===== config.mk =====
export PLATFORM = sky130hd
export DESIGN_NAME = blink_sequencer
export DESIGN_NICKNAME = d
export VERILOG_FILES = /design/src/rtl/blink_sequencer.sv
export SDC_FILE = /design/constraint.sdc
export NUM_CORES = 1
export LEC_CHECK = 0
export CORE_UTILIZATION = 54
export CTS_CLUSTER_SIZE = 40
export DETAILED_ROUTE_END_ITERATION = 12
export PLACE_DENSITY = 0.77
export RECOVER_POWER = 100
export SLEW_MARGIN = 0
export SYNTH_ARGS = -nofsm -noshare
export SYNTH_HDL_FRONTEND = slang
export SYNTH_SLANG_ARGS = --single-unit

===== constraint.sdc =====
create_clock -name clk -period 7.8 [get_ports clk]
set_input_delay 1.95 -clock clk [delete_from_list [all_inputs] [get_ports clk]]
set_output_delay 1.95 -clock clk [all_outputs]
set_load 0.005 [all_outputs]

===== src/rtl/blink_sequencer.sv =====
`default_nettype none
// ============================================================================
//  Module      : blink_sequencer
//  Description : Programmable tick/LED sequencer. A small table holds
//                (division, repeat-count) entries. Each entry produces
//                'count' ticks, one every div+1 cycles, and then the
//                sequence moves on to the next entry. The LED toggles on
//                every tick.
//  Ports       : clk, rst (async, active high)
//                cfg_we/cfg_addr/cfg_div/cfg_count : table write port
//                start/stop (pulses), loop          : sequence control
//                busy, tick, led, step_idx, done    : status outputs
//  Revision    : 1.0 - initial release
// ============================================================================
module blink_sequencer #(
    parameter int NSTEPS = 4,
    parameter int DIV_W  = 24,
    parameter int CNT_W  = 8,
    parameter int IDX_W  = 2
) (
    input  logic             clk,
    input  logic             rst,
    input  logic             cfg_we,
    input  logic [IDX_W-1:0] cfg_addr,
    input  logic [DIV_W-1:0] cfg_div,
    input  logic [CNT_W-1:0] cfg_count,
    input  logic             start,
    input  logic             stop,
    input  logic             loop,
    output logic             busy,
    output logic             tick,
    output logic             led,
    output logic [IDX_W-1:0] step_idx,
    output logic             done
);

    typedef enum logic [1:0] {
        S_IDLE = 2'd0,
        S_LOAD = 2'd1,
        S_RUN  = 2'd2,
        S_DONE = 2'd3
    } state_t;

    localparam logic [IDX_W-1:0] c_last_idx = IDX_W'(NSTEPS - 1);

    // ------------------------------------------------------------------
    // Step table
    // ------------------------------------------------------------------
    logic [DIV_W-1:0] r_tbl_div [NSTEPS];
    logic [CNT_W-1:0] r_tbl_cnt [NSTEPS];
    logic             w_addr_ok;

    // Addresses beyond the populated table are dropped silently.
    assign w_addr_ok = ({{(32-IDX_W){1'b0}}, cfg_addr} < 32'(NSTEPS));

    always_ff @(posedge clk or posedge rst) begin
        if (rst) begin
            for (int i = 0; i < NSTEPS; i++) begin
                r_tbl_div[i] <= '0;
                r_tbl_cnt[i] <= '0;
            end
        end else if (cfg_we && w_addr_ok) begin
            r_tbl_div[cfg_addr] <= cfg_div;
            r_tbl_cnt[cfg_addr] <= cfg_count;
        end
    end

    // ------------------------------------------------------------------
    // Sequencer state
    // ------------------------------------------------------------------
    state_t           r_state,       w_state_nx;
    logic [IDX_W-1:0] r_step_idx,    w_step_nx;
    logic             r_pass_ticked, w_pass_nx;
    logic [DIV_W-1:0] r_counter,     w_counter_nx;
    logic [CNT_W-1:0] r_tick_cnt,    w_tick_cnt_nx;
    logic [DIV_W-1:0] r_cur_div,     w_cur_div_nx;
    logic [CNT_W-1:0] r_cur_cnt,     w_cur_cnt_nx;
    logic             r_tick,        w_tick_nx;
    logic             r_led,         w_led_nx;
    logic             w_advance;
    logic [CNT_W-1:0] w_tick_cnt_inc;

    assign w_tick_cnt_inc = r_tick_cnt + CNT_W'(1);

    always_ff @(posedge clk or posedge rst) begin
        if (rst) begin
            r_state       <= S_IDLE;
            r_step_idx    <= '0;
            r_pass_ticked <= 1'b0;
            r_counter     <= '0;
            r_tick_cnt    <= '0;
            r_cur_div     <= '0;
            r_cur_cnt     <= '0;
            r_tick        <= 1'b0;
            r_led         <= 1'b0;
        end else begin
            r_state       <= w_state_nx;
            r_step_idx    <= w_step_nx;
            r_pass_ticked <= w_pass_nx;
            r_counter     <= w_counter_nx;
            r_tick_cnt    <= w_tick_cnt_nx;
            r_cur_div     <= w_cur_div_nx;
            r_cur_cnt     <= w_cur_cnt_nx;
            r_tick        <= w_tick_nx;
            r_led         <= w_led_nx;
        end
    end

    always_comb begin
        w_state_nx    = r_state;
        w_step_nx     = r_step_idx;
        w_pass_nx     = r_pass_ticked;
        w_counter_nx  = r_counter;
        w_tick_cnt_nx = r_tick_cnt;
        w_cur_div_nx  = r_cur_div;
        w_cur_cnt_nx  = r_cur_cnt;
        w_tick_nx     = 1'b0;
        w_led_nx      = r_led;
        w_advance     = 1'b0;

        if (stop) begin
            // stop wins over start, ticks and advances. In IDLE it simply
            // masks a simultaneous start.
            if (r_state != S_IDLE) begin
                w_state_nx   = S_IDLE;
                w_step_nx    = '0;
                w_counter_nx = '0;
                w_led_nx     = 1'b0;
            end
        end else begin
            case (r_state)
                S_IDLE, S_DONE: begin
                    if (start) begin
                        w_state_nx = S_LOAD;
                        w_step_nx  = '0;
                        w_pass_nx  = 1'b0;
                        w_led_nx   = 1'b0;
                    end
                end
                S_LOAD: begin
                    w_cur_div_nx  = r_tbl_div[r_step_idx];
                    w_cur_cnt_nx  = r_tbl_cnt[r_step_idx];
                    w_counter_nx  = '0;
                    w_tick_cnt_nx = '0;
                    if (r_tbl_cnt[r_step_idx] != '0) begin
                        w_state_nx = S_RUN;
                    end else begin
                        w_advance = 1'b1;
                    end
                end
                S_RUN: begin
                    if (r_counter == r_cur_div) begin
                        w_counter_nx  = '0;
                        w_tick_nx     = 1'b1;
                        w_led_nx      = ~r_led;
                        w_pass_nx     = 1'b1;
                        w_tick_cnt_nx = w_tick_cnt_inc;
                        if (w_tick_cnt_inc == r_cur_cnt) begin
                            w_advance = 1'b1;
                        end
                    end else begin
                        w_counter_nx = r_counter + DIV_W'(1);
                    end
                end
                default: begin
                    w_state_nx = S_IDLE;
                end
            endcase

            // w_pass_nx already includes a tick issued this very cycle, so
            // a pass whose only tick is the last one still counts as ticked.
            // Without that guard an all-skip table would spin forever.
            if (w_advance) begin
                if (r_step_idx != c_last_idx) begin
                    w_step_nx  = r_step_idx + IDX_W'(1);
                    w_state_nx = S_LOAD;
                end else if (loop && w_pass_nx) begin
                    w_step_nx  = '0;
                    w_pass_nx  = 1'b0;
                    w_state_nx = S_LOAD;
                end else begin
                    w_state_nx = S_DONE;
                end
            end
        end
    end

    assign busy     = (r_state == S_LOAD) || (r_state == S_RUN);
    assign done     = (r_state == S_DONE);
    assign tick     = r_tick;
    assign led      = r_led;
    assign step_idx = r_step_idx;

endmodule
`default_nettype wire


# Word-level counts from Yosys, hierarchy flattened
# Cells that the tools add are included.
totals:
  regBits: 199
  elab_cells: 107
  input_bits: 40
  output_inout_bits: 6
op_classes:
  n_reduce_logical: 16
  n_eq_ne: 12
  bitwise: 4
  muxes: 52
  magnitude_cmp: 3
  n_addsub: 3
op_table:
  columns: ["operator", "n"]
  rows:
  - ["24-bit two-way mux", 6]
  - ["96-bit bitwise mux", 1]
  - ["24-bit binary-select mux with 2-bit select", 1]
  - ["24-bit demux with 2-bit select", 1]
  - ["24-bit case mux with 2 select lines", 1]
  - ["32-bit bitwise mux", 1]
  - ["8-bit two-way mux", 4]
  - ["2-bit two-way mux", 13]
  - ["24-bit by 1-bit adder with 24-bit output (second input constant)", 1]
  - ["24-bit equality test", 1]
  - ["1-bit two-way mux", 17]
  - ["8-bit binary-select mux with 2-bit select", 1]
  - ["8-bit demux with 2-bit select", 1]
  - ["8-bit case mux with 2 select lines", 1]
  - ["8-bit by 1-bit adder with 8-bit output (second input constant)", 1]
  - ["8-bit equality test", 1]
  - ["4-bit AND reduction", 2]
  - ["8-bit nonzero test", 1]
  - ["3-bit greater-or-equal comparator (second input constant)", 2]
  - ["3-bit != test (second input constant)", 2]
  - ["2-bit inverter with 3-bit output", 2]
  - ["1-bit case mux with 2 select lines", 3]
  - ["3-bit nonzero test", 2]
  - ["2-bit equality test (second input constant)", 2]
  - ["other kinds (17)", 22]

# Logic depth before layout (Yosys ltp)
# Gate-level depths: netlist (run 1).
logic_depth:
  word_depth: 10
  depth_mapped: 10
  ltp_nobuf: 9

# Worst setup path before layout (run 1)
# Ideal clock, no wire load.
synth_timing:
  path_type: "input-to-reg"
  from: "in stop"
  to: "reg r_counter[20]"
  t_required_ns: 7.668
  arrival_ns: 3.707
  n_path_buf: 1
  setup_time_ns: 0.132
  path_stages: 8
  setup_slack_ns: 3.961
  path_cell_list: "and2_1 clkbuf_1 or4_1 nor3b_1 and4_1 nand3_1 xor2_1 nor2_1"
synth_between:
  elab_chain_cells: 2
  word_cells_on_any_way: 4
  cone_classes: "eq/ne: 1; mux: 1; reduce/logical: 2"
synth_lines:
  columns: ["element", "line", "rtl"]
  rows:
  - ["start, declared", "28", "input logic stop,"]
  - ["2-bit by 1-bit != test with 1-bit output (no line) or 3-bit nonzero test (tied branches)", null, null]
  - ["2-bit AND reduction (no line)", null, null]
  - ["end signal, assigned", "100", "r_counter <= w_counter_nx;"]
  - ["end, declared", "74", "logic [DIV_W-1:0] r_counter, w_counter_nx;"]
# Parallel ways exist; a longest one is shown, timed or not.
# A chain may end at the register's enable or synchronous reset.

# Final worst setup path (run 1)
layout_timing:
  from: "reg r_step_idx[0], in the netlist step_idx[0]"
  to: "out step_idx[0]"
layout_rtl:
  columns: ["element", "line", "rtl"]
  rows:
  - ["start, declared", "72", "logic [IDX_W-1:0] r_step_idx, w_step_nx;"]
  - ["start signal, assigned", "98", "r_step_idx <= w_step_nx;"]
  - ["end, declared", "33", "output logic [IDX_W-1:0] step_idx,"]
# No word-level cell between the ends.

==> flow_summary.ini, run 1 <==
[pwr]
ir_worst_vdd_mv = 0.167
leakagePower_nw = 4.20
power_frac_seq_pct = 49.1
intPower_mw = 2.08
pwr-share-comb_pct = 20.8
switchingPower_uw = 753
p_clk_share_pct = 30.1
p_sw_share_pct = 26.6
pwr_density_cell_nw_per_um2 = 272

[timing]
hold_viol = 0
hold_ws_ns = 0.494
fin_crit_sh_pct = 71.7
relSlewSlack_pct = -110
tns_ns = 0
period_needed_ns = 5.59
setup-violations-final = 0
drv_slew = 357
worstMarginPinSlew_ns = 3.15
max_freq_mhz = 179
rsz0062_at_grt = false
skew_ns = 0.00777

[finish]
area_delta_synth_final_pct = 13.3
layout.nets = 751
final_common_cell = dfrtp_1
final_cell_mix = dfrtp_1 (197), mux2_2 (156), xnor2_1 (39)
final_cells = 936
antenna_cells = 0
multi_input_area_sq_um = 4060
design_area_sq_um = 10400
layout-drive-gt1-share_pct = 31.8
seqCellArea_sq_um = 4980
fillCellCount = 1256

[logic_synthesis]
synth_warnings = 0
async_flop_share_pct = 100
synth_top_cell_by_area = dfrtp_1
synth_area_sq_um = 9200
netlist_top_cells_area = dfrtp_1 (54%), mux2_2 (20%), mux4_2 (7.8%), xnor2_1 (3.7%), nor2_1 (1.5%)
yosysUniqueCellTypes = 50
ys_dominant_reg_cell = dfrtp_1
synth_edf_count = 0
syn_nets = 709
synth_area_per_cell_sq_um = 13.9
syn_inst = 662
seq_area_frac_synth_pct = 54.1
ys_ff_latch = 199
synth_top_area_share_pct = 54.1

[global_route]
grt_max_degree = 152
grt_pass1_vias = 5855
grt.overflow.total = 0
track_usage_pct = 22.5
grt_pass1_wl_um = 30600
antenna_found_initial = 0

[worst_setup_path]
crit_chain = clkbuf_1 > clkdlybuf4s50_1
end_kind = output port
cpPeakStageDelay_ns = 2.01
critPathKind = reg2out
cp.arrival_ns = 3.64
slowest_stage = clkbuf_1
required_ns = 5.85
cp_max_fo = 36
cp-start-kind = flop

[cts]
cts_resized = 0
cts_hold_buf = 0
clk_path_buf_depth = 2
htreeDepth = 4
cts-root-buf = clkbuf_16
cts.sinks = 199
postCtsSetupBuffers = 0
cts_made_buffers = 17
insertion_delay_ns = 0.43
cts_tree = done
cts.clk_slew.worst_paths_ns = 0.07

[floorplan]
row_count = 47
die_h_um = 133
core-area_sq_um = 16600
die_x_um = 133
num_io_pins = 46
dieArea_sq_um = 17600
initial_core_util_pct = 55.5

[detailed_routing]
post-route-drc-count = 0
avgRoutedWirePerCell_um = 19.4
vias = 5575
first_pass_iters = 4
vias_per_cell = 5.96
ant_nets = 0
drt_iter0_drc = 345
wirelength_um = 18200

[hold_path]
min_path_type = reg2reg

[run_status]
violations = capacitance limit, slew limit
run_status = complete, but fails checks

[placed_design]
dp.cells = 905
routabilityCongestion = 0.856
hpwl_um = 11700
io_buffers = 45
place_area_sq_um = 9890

[flow_run]
drv_cap = 7
## final timing paths
kind                                       to  cells after the start        start  slack (ns)
worst max-delay path              step_idx[0]                      2  step_idx[0]        2.21
worst min-delay path                      led                      1          led        0.49
worst max register to register     r_state[0]                      8  step_idx[0]        3.09
worst min register to register            led                      1          led        0.49
max in group asynchronous         step_idx[1]                      3          rst        2.96
min in group asynchronous       r_tbl_cnt[14]                      2          rst        2.99
## cell type report
cell class	instances	area share [%]
multi-input combinational	424	39.0
inverter	9	0.360
timing repair buffer	53	4.64
clock buffer	25	4.94
sequential	199	47.8
clock inverter	6	0.636
tap	220	2.64
## cells by family after synthesis
kind of cell / after synthesis / share of synthesized area (%)
simple gates: 122 / 7.06
compound gates: 46 / 3.29
flops: 199 / 54.1
buf+inv: 39 / 1.64
fa+ha+maj: 7 / 0.952
xor+xnor: 53 / 5.04
mux: 196 / 27.9
## worst max-delay path, delay by kind of cell (launching register included)
| kind | cells | cell delay, ns |
|---|---|---|
| buffers and inverters | 2 | 2.85 |
| flip-flops | 1 | 0.34 |
## state kept, by name (all words and copies together), names as in the netlist
register / count
led: 1
step_idx: 2
r_cur_cnt: 8
r_tbl_div: 96
r_cur_div: 24
r_pass_ticked: 1
r_tick_cnt: 8
r_counter: 24
r_tbl_cnt: 32
r_state: 2
tick: 1
## stage by stage
| step | total power, mW | util (%) | worst slack, ns |
|---|---|---|---|
| 6_report | 2.84 | 62.9 | 2.21 |
| 5_1_grt | 2.97 | 62.9 | 1.87 |
| 4_1_cts | 2.87 | 63.1 | 3.32 |
| 3_5_place_dp | 2.01 | 59.6 | 2.94 |
| 3_3_place_gp | 1.96 | 59.6 | 3.05 |
| 2_1_floorplan | 1.83 | - | 0.424 |
## power by group through the flow
stage | combinational, mW | sequential (mW) | clock, mW
2_1_floorplan | 0.476 | 1.36 | 0
3_3_place_gp | 0.572 | 1.39 | 0
3_5_place_dp | 0.598 | 1.41 | 0
4_1_cts | 0.604 | 1.39 | 0.870
5_1_grt | 0.644 | 1.42 | 0.913
6_report | 0.588 | 1.39 | 0.854
## per-layer routing
layer  share of wire (%)  track usage [%]
met2                  49             36.1
met4                 1.4             7.34
met5                   0                0
met1                  46             30.9
met3                 4.0             4.75
## cell usage after synthesis, types with 2 or more instances
cell        n
a21o_1      2
a21oi_1     9
a22o_1      2
and2_1      2
and3_1      4
and4_1      2
and4b_1     2
buf_1       6
buf_2       4
clkbuf_1   20
dfrtp_1   199
ha_1        7
inv_1       9
mux2_2    161
mux2i_1     2
mux4_2     32
nand2_1    20
nand3_1    10
nand3b_1    3
nand4_1     9
nor2_1     37
nor2b_1     6
nor3_1      8
nor3b_1     3
nor4_1      3
o21ai_0    12
o21ai_1     3
o21bai_1    3
o221ai_1    2
o31ai_1     5
o41ai_1     2
or2_2       2
or3_1       2
or4_1       2
xnor2_1    39
xor2_1     14
(Power assumes the default switching activity.)
==> run 2, diff against run 1 <==
--- a/config.mk
+++ b/config.mk
@@ -5,10 +5,10 @@
 export SDC_FILE = /design/constraint.sdc
 export NUM_CORES = 1
 export LEC_CHECK = 0
-export CORE_UTILIZATION = 54
+export CORE_UTILIZATION = 55
 export CTS_CLUSTER_SIZE = 40
 export DETAILED_ROUTE_END_ITERATION = 12
-export PLACE_DENSITY = 0.77
+export PLACE_DENSITY = 0.75
 export RECOVER_POWER = 100
 export SLEW_MARGIN = 0
 export SYNTH_ARGS = -nofsm -noshare
==> constraint.sdc (replaced) <==
create_clock -name clk -period 5.3 [get_ports clk]
set_input_delay 1.325 -clock clk [delete_from_list [all_inputs] [get_ports clk]]
set_output_delay 1.325 -clock clk [all_outputs]
set_load 0.005 [all_outputs]
==> flow_summary.ini, run 2 (synthesized netlist as in run 1, its figures left out) <==
[flow_run]
drv_cap = 3

[floorplan]
core-area_sq_um = 16100
die_h_um = 131
dieArea_sq_um = 17300
die_x_um = 131
initial_core_util_pct = 57.1
row_count = 46
num_io_pins = 46

[timing]
skew_ns = 0.0143
rsz0062_at_grt = false
relSlewSlack_pct = -46.7
worstMarginPinSlew_ns = 2.20
hold_viol = 0
setup-violations-final = 0
tns_ns = 0
period_needed_ns = 3.95
drv_slew = 106
fin_crit_sh_pct = 74.5
max_freq_mhz = 253

[global_route]
grt_max_degree = 89
grt_pass1_wl_um = 30900
grt_pass1_vias = 5952
antenna_found_initial = 0
grt.overflow.total = 0
track_usage_pct = 22.8

[cts]
cts_hold_buf = 0
htreeDepth = 4
clk_path_buf_depth = 2
cts_resized = 0
cts.clk_slew.worst_paths_ns = 0.06
postCtsSetupBuffers = 0
cts.sinks = 199
cts_tree = done
cts_made_buffers = 17
cts-root-buf = clkbuf_16
insertion_delay_ns = 0.43

[worst_setup_path]
cp.arrival_ns = 4.09
cp_max_fo = 38
critPathKind = in2async
end_kind = async pin
ff2ff_path_depth = 7
r2r_end = r_state[0]
rrSetupSlack_ns = 2.02
required_ns = 5.44
cp-start-kind = input pin
timing.rr.start = step_idx[0]

[finish]
regMostFlops = r_tbl_div
final_cell_mix = dfrtp_1 (199), mux2_2 (158), xnor2_1 (39)
final_common_cell = dfrtp_1
layout-drive-gt1-share_pct = 32.7
area_delta_synth_final_pct = 13.6
fillCellCount = 1184
reg_top3 = r_tbl_div x96, r_tbl_cnt x32
fin_util_pct = 64.9
largest_register_ffs = 96
antenna_cells = 0
layout.nets = 754

[pwr]
ir_worst_vdd_mv = 0.246
intPower_mw = 3.07
pwr_density_cell_nw_per_um2 = 400
switchingPower_mw = 1.10
power.total_mw = 4.18
p_clk_share_pct = 29.9
pwr-share-comb_pct = 21.1
power_frac_seq_pct = 49.0
leakagePower_nw = 4.23
p_sw_share_pct = 26.4

[detailed_routing]
post-route-drc-count = 0
drt_iter0_drc = 256
vias_per_cell = 5.87
vias = 5485
first_pass_iters = 5
avgRoutedWirePerCell_um = 19.2
wirelength_um = 17900
ant_nets = 0

[placed_design]
routabilityCongestion = 0.875
io_buffers = 45
hpwl_um = 12300

[hold_path]
min_to = led
min_path_type = reg2reg
worstHoldPathCells = 1
hp-start = led

[run_status]
run_status = complete, but fails checks
violations = capacitance limit, slew limit
==> run 2: changes by cell type in the layout (fill, tap and decap cells not counted), sizes merged <==
cell,previous run,this run
clkdlybuf4s50,37,38
clkinvlp,4,3
buf,1,4
clkinv,2,4
clkbuf,32,30
dlygate4sd3,8,7
==> run 2: final cells by class <==
cell class              count  area [sq um]  area share (%)
clock buffers              23           508            4.86
inverters                   9          35.0           0.335
multi-input cells         424          4070            38.9
well taps                 216           270            2.59
repair buffers             56           520            4.98
flip-flops and latches    199          4980            47.6
clock inverters             7          68.8           0.658
==> run 2: worst max-delay path, stage by stage <==
cell	delay [ns]
dlygate4sd3_1	0.54
clkinvlp_2	0.69
clkbuf_1	1.51
==> run 2: power by group through the flow <==
stage                     clock (mW)  sequential (mW)  combinational, mW
final                           1.25             2.05              0.880
after global routing            1.34             2.09              0.969
after global placement             0             2.04              0.856
after detailed placement           0             2.07              0.891
after CTS                       1.27             2.05              0.899
after floorplan                    0             2.00              0.700
==> run 2: per-stage QoR <==
| step | cell area (sq um) | hold slack (ns) | setup WS [ns] | std cells |
|---|---|---|---|---|
| final | 10500 | 0.501 | 1.35 | 934 |
| after global routing | 10500 | 0.520 | 0.702 | 934 |
| after CTS | 10500 | 0.505 | 1.60 | 934 |
| after detailed placement | 9920 | 0.487 | 1.16 | 904 |
| after global placement | 9920 | 0.468 | 1.19 | 904 |
| after floorplan | 9210 | 0.466 | 1.40 | 662 |
==> run 2: worst max path at each step <==
stage | start | endpoint | slack (ns) | depth (start not counted)
6_report | rst | r_tbl_div[13] | 1.35 | 3
4_1_cts | stop | r_counter[20] | 1.60 | 8
2_1_floorplan | rst | led | 1.40 | 1
3_3_place_gp | stop | r_counter[20] | 1.19 | 8
3_5_place_dp | stop | r_counter[20] | 1.16 | 8
5_1_grt | rst | r_tbl_div[13] | 0.70 | 3
==> run 2: per-layer routing <==
layer | track usage (%) | vias to the layer above | share of wire (%)
li1 | - | 2499 | -
met1 | 31.9 | 2866 | 46
met2 | 36.3 | 103 | 49
met3 | 4.17 | 17 | 3.6
met4 | 7.75 | 0 | 1.2
met5 | 0 | - | 0
